File: config.mk
export PLATFORM = sky130hd
export DESIGN_NAME = control_fsm
export DESIGN_NICKNAME = d
export VERILOG_FILES = /design/src/rtl/mips_pkg.sv /design/src/rtl/control_fsm_outputs.sv /design/src/rtl/control_fsm.sv
export SDC_FILE = /design/constraint.sdc
export NUM_CORES = 1
export LEC_CHECK = 0
export CELL_PAD_IN_SITES_DETAIL_PLACEMENT = 1
export CELL_PAD_IN_SITES_GLOBAL_PLACEMENT = 2
export CORE_ASPECT_RATIO = 1.25
export CORE_MARGIN = 2
export CORE_UTILIZATION = 20
export DETAILED_ROUTE_END_ITERATION = 7
export GPL_TIMING_DRIVEN = 0
export MAX_ROUTING_LAYER = met4
export PLACE_DENSITY_LB_ADDON = 0.05
export SYNTH_ARGS = -nofsm -noshare
export SYNTH_HDL_FRONTEND = slang
export SYNTH_SLANG_ARGS = --single-unit
File: constraint.sdc
create_clock -name clk -period 1.65 [get_ports clk]
set_input_delay 0.165 -clock clk [delete_from_list [all_inputs] [get_ports clk]]
set_output_delay 0.165 -clock clk [all_outputs]
set_load 0.1 [all_outputs]
File: src/rtl/mips_pkg.sv
// mips_pkg: shared encodings for the multicycle MIPS control FSM.
//   state_t      - FSM state enum
//   OP_*         - supported opcode values (instruction[31:26])
//   ALUOP_*      - alu_op encodings to the ALU control stage
//   SRCB_*       - alu_src_b mux encodings
//   PCSRC_*      - pc_src mux encodings
//   ctrl_t       - full control word driven by control_fsm_outputs
package mips_pkg;

  typedef enum logic [3:0] {
    S_FETCH   = 4'd0,
    S_DECODE  = 4'd1,
    S_MEMADR  = 4'd2,
    S_MEMRD   = 4'd3,
    S_MEMWB   = 4'd4,
    S_MEMWR   = 4'd5,
    S_RTYPEEX = 4'd6,
    S_RTYPEWB = 4'd7,
    S_BEQEX   = 4'd8,
    S_ADDIEX  = 4'd9,
    S_ADDIWB  = 4'd10,
    S_JEX     = 4'd11
  } state_t;

  localparam logic [5:0] OP_LW    = 6'b100011;
  localparam logic [5:0] OP_SW    = 6'b101011;
  localparam logic [5:0] OP_RTYPE = 6'b000000;
  localparam logic [5:0] OP_BEQ   = 6'b000100;
  localparam logic [5:0] OP_ADDI  = 6'b001000;
  localparam logic [5:0] OP_J     = 6'b000010;

  localparam logic [1:0] ALUOP_ADD   = 2'b00;
  localparam logic [1:0] ALUOP_SUB   = 2'b01;
  localparam logic [1:0] ALUOP_FUNCT = 2'b10;

  localparam logic [1:0] SRCB_REG   = 2'b00;
  localparam logic [1:0] SRCB_FOUR  = 2'b01;
  localparam logic [1:0] SRCB_IMM   = 2'b10;
  localparam logic [1:0] SRCB_SHIMM = 2'b11;

  localparam logic [1:0] PCSRC_ALU    = 2'b00;
  localparam logic [1:0] PCSRC_ALUOUT = 2'b01;
  localparam logic [1:0] PCSRC_JUMP   = 2'b10;

  typedef struct packed {
    logic       mem_read;
    logic       mem_write;
    logic       iord;
    logic       ir_write;
    logic       pc_write;
    logic       branch;
    logic [1:0] pc_src;
    logic       alu_src_a;
    logic [1:0] alu_src_b;
    logic [1:0] alu_op;
    logic       reg_dst;
    logic       mem_to_reg;
    logic       reg_write;
  } ctrl_t;

  function automatic logic op_supported(input logic [5:0] op);
    return (op == OP_LW) || (op == OP_SW) || (op == OP_RTYPE) ||
           (op == OP_BEQ) || (op == OP_ADDI) || (op == OP_J);
  endfunction

endpackage

File: src/rtl/control_fsm_outputs.sv
// control_fsm_outputs: combinational Moore map from FSM state (plus the
// memory handshake, which only qualifies the FETCH load enables) to the
// datapath control word. Fields not set for a state stay 0.
//   state_i     - current FSM state
//   mem_ready_i - memory handshake
//   ctrl_o      - control word
module control_fsm_outputs
  import mips_pkg::*;
(
  input  state_t state_i,
  input  logic   mem_ready_i,
  output ctrl_t  ctrl_o
);

  always_comb begin
    ctrl_o = '0;
    unique case (state_i)
      S_FETCH: begin
        ctrl_o.mem_read  = 1'b1;
        ctrl_o.iord      = 1'b0;
        ctrl_o.alu_src_a = 1'b0;
        ctrl_o.alu_src_b = SRCB_FOUR;
        ctrl_o.alu_op    = ALUOP_ADD;
        ctrl_o.pc_src    = PCSRC_ALU;
        // IR and PC only load once the fetch read actually completes
        ctrl_o.ir_write  = mem_ready_i;
        ctrl_o.pc_write  = mem_ready_i;
      end
      S_DECODE: begin
        ctrl_o.alu_src_a = 1'b0;
        ctrl_o.alu_src_b = SRCB_SHIMM;
        ctrl_o.alu_op    = ALUOP_ADD;
      end
      S_MEMADR, S_ADDIEX: begin
        ctrl_o.alu_src_a = 1'b1;
        ctrl_o.alu_src_b = SRCB_IMM;
        ctrl_o.alu_op    = ALUOP_ADD;
      end
      S_MEMRD: begin
        ctrl_o.mem_read = 1'b1;
        ctrl_o.iord     = 1'b1;
      end
      S_MEMWB: begin
        ctrl_o.reg_dst    = 1'b0;
        ctrl_o.mem_to_reg = 1'b1;
        ctrl_o.reg_write  = 1'b1;
      end
      S_MEMWR: begin
        ctrl_o.mem_write = 1'b1;
        ctrl_o.iord      = 1'b1;
      end
      S_RTYPEEX: begin
        ctrl_o.alu_src_a = 1'b1;
        ctrl_o.alu_src_b = SRCB_REG;
        ctrl_o.alu_op    = ALUOP_FUNCT;
      end
      S_RTYPEWB: begin
        ctrl_o.reg_dst    = 1'b1;
        ctrl_o.mem_to_reg = 1'b0;
        ctrl_o.reg_write  = 1'b1;
      end
      S_BEQEX: begin
        ctrl_o.alu_src_a = 1'b1;
        ctrl_o.alu_src_b = SRCB_REG;
        ctrl_o.alu_op    = ALUOP_SUB;
        ctrl_o.pc_src    = PCSRC_ALUOUT;
        ctrl_o.branch    = 1'b1;
      end
      S_ADDIWB: begin
        ctrl_o.reg_dst    = 1'b0;
        ctrl_o.mem_to_reg = 1'b0;
        ctrl_o.reg_write  = 1'b1;
      end
      S_JEX: begin
        ctrl_o.pc_src   = PCSRC_JUMP;
        ctrl_o.pc_write = 1'b1;
      end
      default: ctrl_o = '0;
    endcase
  end

endmodule

File: src/rtl/control_fsm.sv
// control_fsm: multicycle MIPS main controller (lw, sw, R-type, beq, addi, j).
//   clk, rst_n          - clock, async active-low reset (state -> FETCH)
//   opcode              - instruction[31:26] from the instruction register
//   mem_ready           - memory access completes this cycle
//   mem_read..reg_write - datapath control word
//   illegal_op          - pulse while DECODE holds an unsupported opcode
module control_fsm
  import mips_pkg::*;
(
  input  logic       clk,
  input  logic       rst_n,
  input  logic [5:0] opcode,
  input  logic       mem_ready,
  output logic       mem_read,
  output logic       mem_write,
  output logic       iord,
  output logic       ir_write,
  output logic       pc_write,
  output logic       branch,
  output logic [1:0] pc_src,
  output logic       alu_src_a,
  output logic [1:0] alu_src_b,
  output logic [1:0] alu_op,
  output logic       reg_dst,
  output logic       mem_to_reg,
  output logic       reg_write,
  output logic       illegal_op
);

  state_t state_q, state_d;
  ctrl_t  ctrl;

  always_comb begin
    state_d = state_q;
    unique case (state_q)
      S_FETCH:  state_d = mem_ready ? S_DECODE : S_FETCH;
      S_DECODE: begin
        case (opcode)
          OP_LW, OP_SW: state_d = S_MEMADR;
          OP_RTYPE:     state_d = S_RTYPEEX;
          OP_BEQ:       state_d = S_BEQEX;
          OP_ADDI:      state_d = S_ADDIEX;
          OP_J:         state_d = S_JEX;
          default:      state_d = S_FETCH;
        endcase
      end
      // IR still holds the instruction, so opcode separates lw from sw
      S_MEMADR:  state_d = (opcode == OP_SW) ? S_MEMWR : S_MEMRD;
      S_MEMRD:   state_d = mem_ready ? S_MEMWB : S_MEMRD;
      S_MEMWB:   state_d = S_FETCH;
      S_MEMWR:   state_d = mem_ready ? S_FETCH : S_MEMWR;
      S_RTYPEEX: state_d = S_RTYPEWB;
      S_RTYPEWB: state_d = S_FETCH;
      S_BEQEX:   state_d = S_FETCH;
      S_ADDIEX:  state_d = S_ADDIWB;
      S_ADDIWB:  state_d = S_FETCH;
      S_JEX:     state_d = S_FETCH;
      default:   state_d = S_FETCH;
    endcase
  end

  always_ff @(posedge clk or negedge rst_n) begin
    if (!rst_n) state_q <= S_FETCH;
    else        state_q <= state_d;
  end

  control_fsm_outputs u_outputs (
    .state_i     (state_q),
    .mem_ready_i (mem_ready),
    .ctrl_o      (ctrl)
  );

  // State already snaps to FETCH on reset, so selects carry FETCH values;
  // strobes are additionally masked so FETCH's read/load enables cannot
  // fire while reset is held.
  assign mem_read   = ctrl.mem_read  & rst_n;
  assign mem_write  = ctrl.mem_write & rst_n;
  assign ir_write   = ctrl.ir_write  & rst_n;
  assign pc_write   = ctrl.pc_write  & rst_n;
  assign branch     = ctrl.branch    & rst_n;
  assign reg_write  = ctrl.reg_write & rst_n;
  assign iord       = ctrl.iord;
  assign pc_src     = ctrl.pc_src;
  assign alu_src_a  = ctrl.alu_src_a;
  assign alu_src_b  = ctrl.alu_src_b;
  assign alu_op     = ctrl.alu_op;
  assign reg_dst    = ctrl.reg_dst;
  assign mem_to_reg = ctrl.mem_to_reg;
  assign illegal_op = rst_n && (state_q == S_DECODE) && !op_supported(opcode);

endmodule
# Yosys cells after proc, flatten, opt, wreduce, memory -nomap -nowiden
# Index checks and enable logic that the tools add are counted.
# totals
reg_bits,4
# classes
reduce_logical,14
mux,15
n_eq_ne,16
bitwise_logic,6
# op_table
op,count
$pmux 4 s7,1
$pmux 5 s5,1
$pmux 4 s5,1
$eq 4x3->1 const B,4
$eq 4x4->1 const B,4
$eq 6x6->1 const B,2
$mux 3,3
$pmux 3 s3,1
$eq 4x2->1 const B,2
$reduce_or 2->1,4
$and 1x1->1,6
$eq 6x2->1 const B,1
$eq 6x3->1 const B,1
$eq 6x4->1 const B,1
$logic_not 6->1,1
$mux 1,6
$logic_or 1x1->1,5
$eq 4x1->1 const B,1
$logic_not 4->1,1
$pmux 2 s2,1
$logic_and 1x1->1,2
$pmux 1 s2,1
$logic_not 1->1,1

# Logic depth before layout (Yosys ltp)
# depth
depth_word,8
depth_mapped,5

# By module
# A second synthesis with hierarchy kept.
# unflattened
hier_cells,77
area_unflattened_um2,584.3
# modules_own_cells
module,cells_each,seq_area_each_um2,area_per_inst_um2,instances
control_fsm,49,100.1,419.2,1
control_fsm_outputs,28,0.0,165.2,1

# Worst setup path after synthesis
# OpenSTA, ideal clock, no wires.
# synth_timing
path_type,register -> output
start,register state_q[2]
end,output port ir_write
arrival_ps,3955
setup_slack_ps,-2470
path_stages_with_launch,5
cell_sequence,dfrtp_1 buf_2 nor2_2 nand2_1 nor4b_1
# synth_between
elab_chain_len,3
# synth_rtl
item,line_no,text
"start, declared",control_fsm.sv:30,"state_t state_q, state_d;"
"start signal, assigned",control_fsm.sv:64,else state_q <= state_d;
$logic_not 4->1,control_fsm_outputs.sv:17,unique case (state_i)
$mux 1,control_fsm_outputs.sv:17,
$and 1x1->1,control_fsm.sv:78,assign ir_write = ctrl.ir_write & rst_n;
"end, declared",control_fsm.sv:17,"output logic ir_write,"
# No other way between the ends.

# Worst setup path after layout
# layout_timing
start,register state_q[1]
end,output port pc_write
# layout_between
elab_chain_len,3
elab_cells_between_ends,4
classes_between,1 x eq/ne; 1 x mux; 1 x bitwise; 1 x reduce/logical
# layout_rtl
item,line_no,text
$eq 4x4->1 / $logic_not 4->1 (equally long branches),control_fsm_outputs.sv:17,
$pmux 1 s2 (*),control_fsm_outputs.sv:17,
$and 1x1->1 (*),control_fsm.sv:79,assign pc_write = ctrl.pc_write & rst_n;
"end, declared",control_fsm.sv:18,"output logic pc_write,"
# Every way passes the cells marked *; elsewhere a longest branch is shown, timed or not.

==> impl_metrics.ini <==
[global_route]
grt_pass1_wl_um = 4140
grt_remaining_overflow = 0
grt_pass1_vias = 839
grt_max_degree = 11
gr-usage-all-layers = 0.174
antenna_found_initial = 0

[finish]
nFillCells = 301
design_area_um2 = 1390
antennaDiodeCount = 0
post_route_cells_drive_above_1_share = 0.591
largest_registers = state_q x4
top_register = state_q
multi_input_area_um2 = 636
final_cells = 161
layout.nets = 138
area_delta_synth_final_pct = 148
fin_util = 0.518
ff_latch_area_um2 = 103
largest_reg_flops = 4

[placement]
dpl.hpwl_um = 1670
post-place-ws_ns = -1.15
dpl.cell_count = 138
io_buffers = 25
gp_congestion = 0.759
place_area_um2 = 1030

[timing]
finalSetupViolations = 7
period_needed_ns = 1.76
fin_crit_sh = 1.07
final_max_slew_viol_count = 0
hold_violations = 0
tightestPinTransition_ns = 0.380
worst_slack_ns = -0.113
fmax_mhz = 567
fin_worst_skew_ns = 0.00564
rsz0062_at_grt = true
tns_ns = -0.445
slew-limit-headroom = 0.744

[routing]
vias = 809
drt_iter0_markers = 8
dr.pass1.iters = 4
via_per_inst = 5.02
ant_nets = 0
drc = 0
finalWirelength_um = 2550
wl_per_cell_um = 15.8

[yosys]
post_synth.cell_area_avg_um2 = 7.10
async_flop_share = 1.00
synth-edff-count = 0
netlist_area_um2 = 561
netlist_instances = 79
synthFlopType = dfrtp_1
synth_cell_types = 36
synth_top_area_cell = dfrtp_1
seq_area_frac_synth = 0.179
synth.area.top_cells = dfrtp_1 18%, nand2b_1 5.6%, nor3b_1 5.4%, nor3_1 4.5%, nand2_1 4.0%
synthTopCellsByCount = 6 x nand2_1, 6 x nor2_1, 5 x nand2b_1, 5 x nor3_1
synth_nets = 88
synth_seq_cells = 4
ys.warnings.count = 0
synth_top_cell_area_share = 0.179

[critical_path]
required_ns = 1.48
worstPathMaxFanout = 6
crit_path_start_kind = flip-flop
crit_path_cell_trace = buf_6 -> nor4b_4 -> a31oi_2 -> nor3b_4 -> buf_12
cpMaxStageDelayCell = dfrtp_2
endpoint_kind = output pin
crit_arrival_ns = 1.60
cp_slowest_stage_delay_ns = 0.43
critPathBufInv = 2
crit_cells = 5
path_class = flip-flop to output pin
cpLargestDelayFamily = simple AND/OR/NAND/NOR gates
reg2regPathDepth = 6

[clocking]
clk_latency_ns = 0.25
cts_buffers = 3
clock_path_buffers = 2
tritoncts = built
clock_sinks = 4
root_buffer = clkbuf_4
h-tree-depth = 1
cts.clk_slew.worst_paths_ns = 0.04

[status]
violations = setup timing
status = complete, but fails checks

[die]
dieHeight_um = 63.2
core_area_um2 = 2680
die_area_um2 = 3240
placementRows = 21
start_util = 0.209
pin_count = 26
die_w_um = 51.4

[min_path]
hold_path.class = primary input to flip-flop
hold_depth = 3

[power]
power_density_nw_per_um2 = 2070
leakagePower_nw = 0.596
vdd_drop_max_mv = 1.24

[job]
maxCapViolations = 0
==> final timing paths <==
kind	slack, ns	start	to
max	-0.11	state_q[1]$_DFF_PN0_	pc_write
min	0.34	opcode[5]	state_q[0]$_DFF_PN0_
max reg2reg	0.28	state_q[2]$_DFF_PN0_	state_q[0]$_DFF_PN0_
min reg2reg	0.70	state_q[3]$_DFF_PN0_	state_q[0]$_DFF_PN0_
max in group asynchronous	0.81	rst_n	state_q[1]$_DFF_PN0_
min in group asynchronous	0.66	rst_n	state_q[0]$_DFF_PN0_
==> worst register-to-register path: stages (launching register included) <==
cell,delay [ns]
dfrtp_2,0.43
buf_6,0.15
buf_6,0.11
buf_4,0.15
nand3_1,0.08
o21ai_0,0.10
o32ai_1,0.27
==> per-layer routing <==
layer	up-vias	part of all wire	track usage
li1	394	-	-
met2	20	0.57	0.321
met4	0	0.013	0.0493
met5	-	0	-
met3	5	0.029	0.0213
met1	390	0.38	0.190
==> what timing repair did <==
item	in CTS	in global routing
resized for setup	150	15
hold buffers	2	0
endpoints found under the setup margin	17	15
pin swaps	7	8
cloned	0	0
buffers inserted	9	11
hold endpoints to repair	2	0
==> cell usage in the layout, fill, tap and decap left out, types with 3 or more instances in the layout <==
cell type / count
buf_4: 19
buf_6: 11
buf_12: 9
nor2_4: 5
nand2_1: 4
dlygate4sd2_1: 4
nand2b_4: 3
nand3_1: 3
o21ai_0: 3
clkbuf_4: 3
==> where the power goes <==
part / switching, W / internal [W] / leakage, nW
registers: 0.0000401 / 0.000138 / 0.0494
logic: 0.00155 / 0.00102 / 0.533
clock network: 0.0000466 / 0.0000818 / 0.0138
total: 0.00163 / 0.00124 / 0.596
==> stage by stage <==
step | hold slack (ns) | power, W
global route | 0.396 | 0.00300
CTS | 0.500 | 0.00264
floorplan | -0.131 | 0.00172
global placement | 0.522 | 0.00209
finish | 0.343 | 0.00287
detailed placement | 0.517 | 0.00210
==> cells by family after synthesis <==
family	after synthesis	share of synthesized area
AND/OR/NAND/NOR	46	0.482
AO/OA/AOI/OAI	18	0.223
flip-flops	4	0.179
XOR/XNOR	3	0.0469
buffers and inverters	8	0.0692
==> final cells by class <==
cell class / count / area share
buffer: 6 / 0.0550
clock buffer: 3 / 0.0162
inverter: 2 / 0.00541
multi-input combinational: 67 / 0.458
sequential: 4 / 0.0739
tap: 34 / 0.0307
timing repair buffer: 45 / 0.361
No activity file was read; power rests on OpenSTA's default activity.
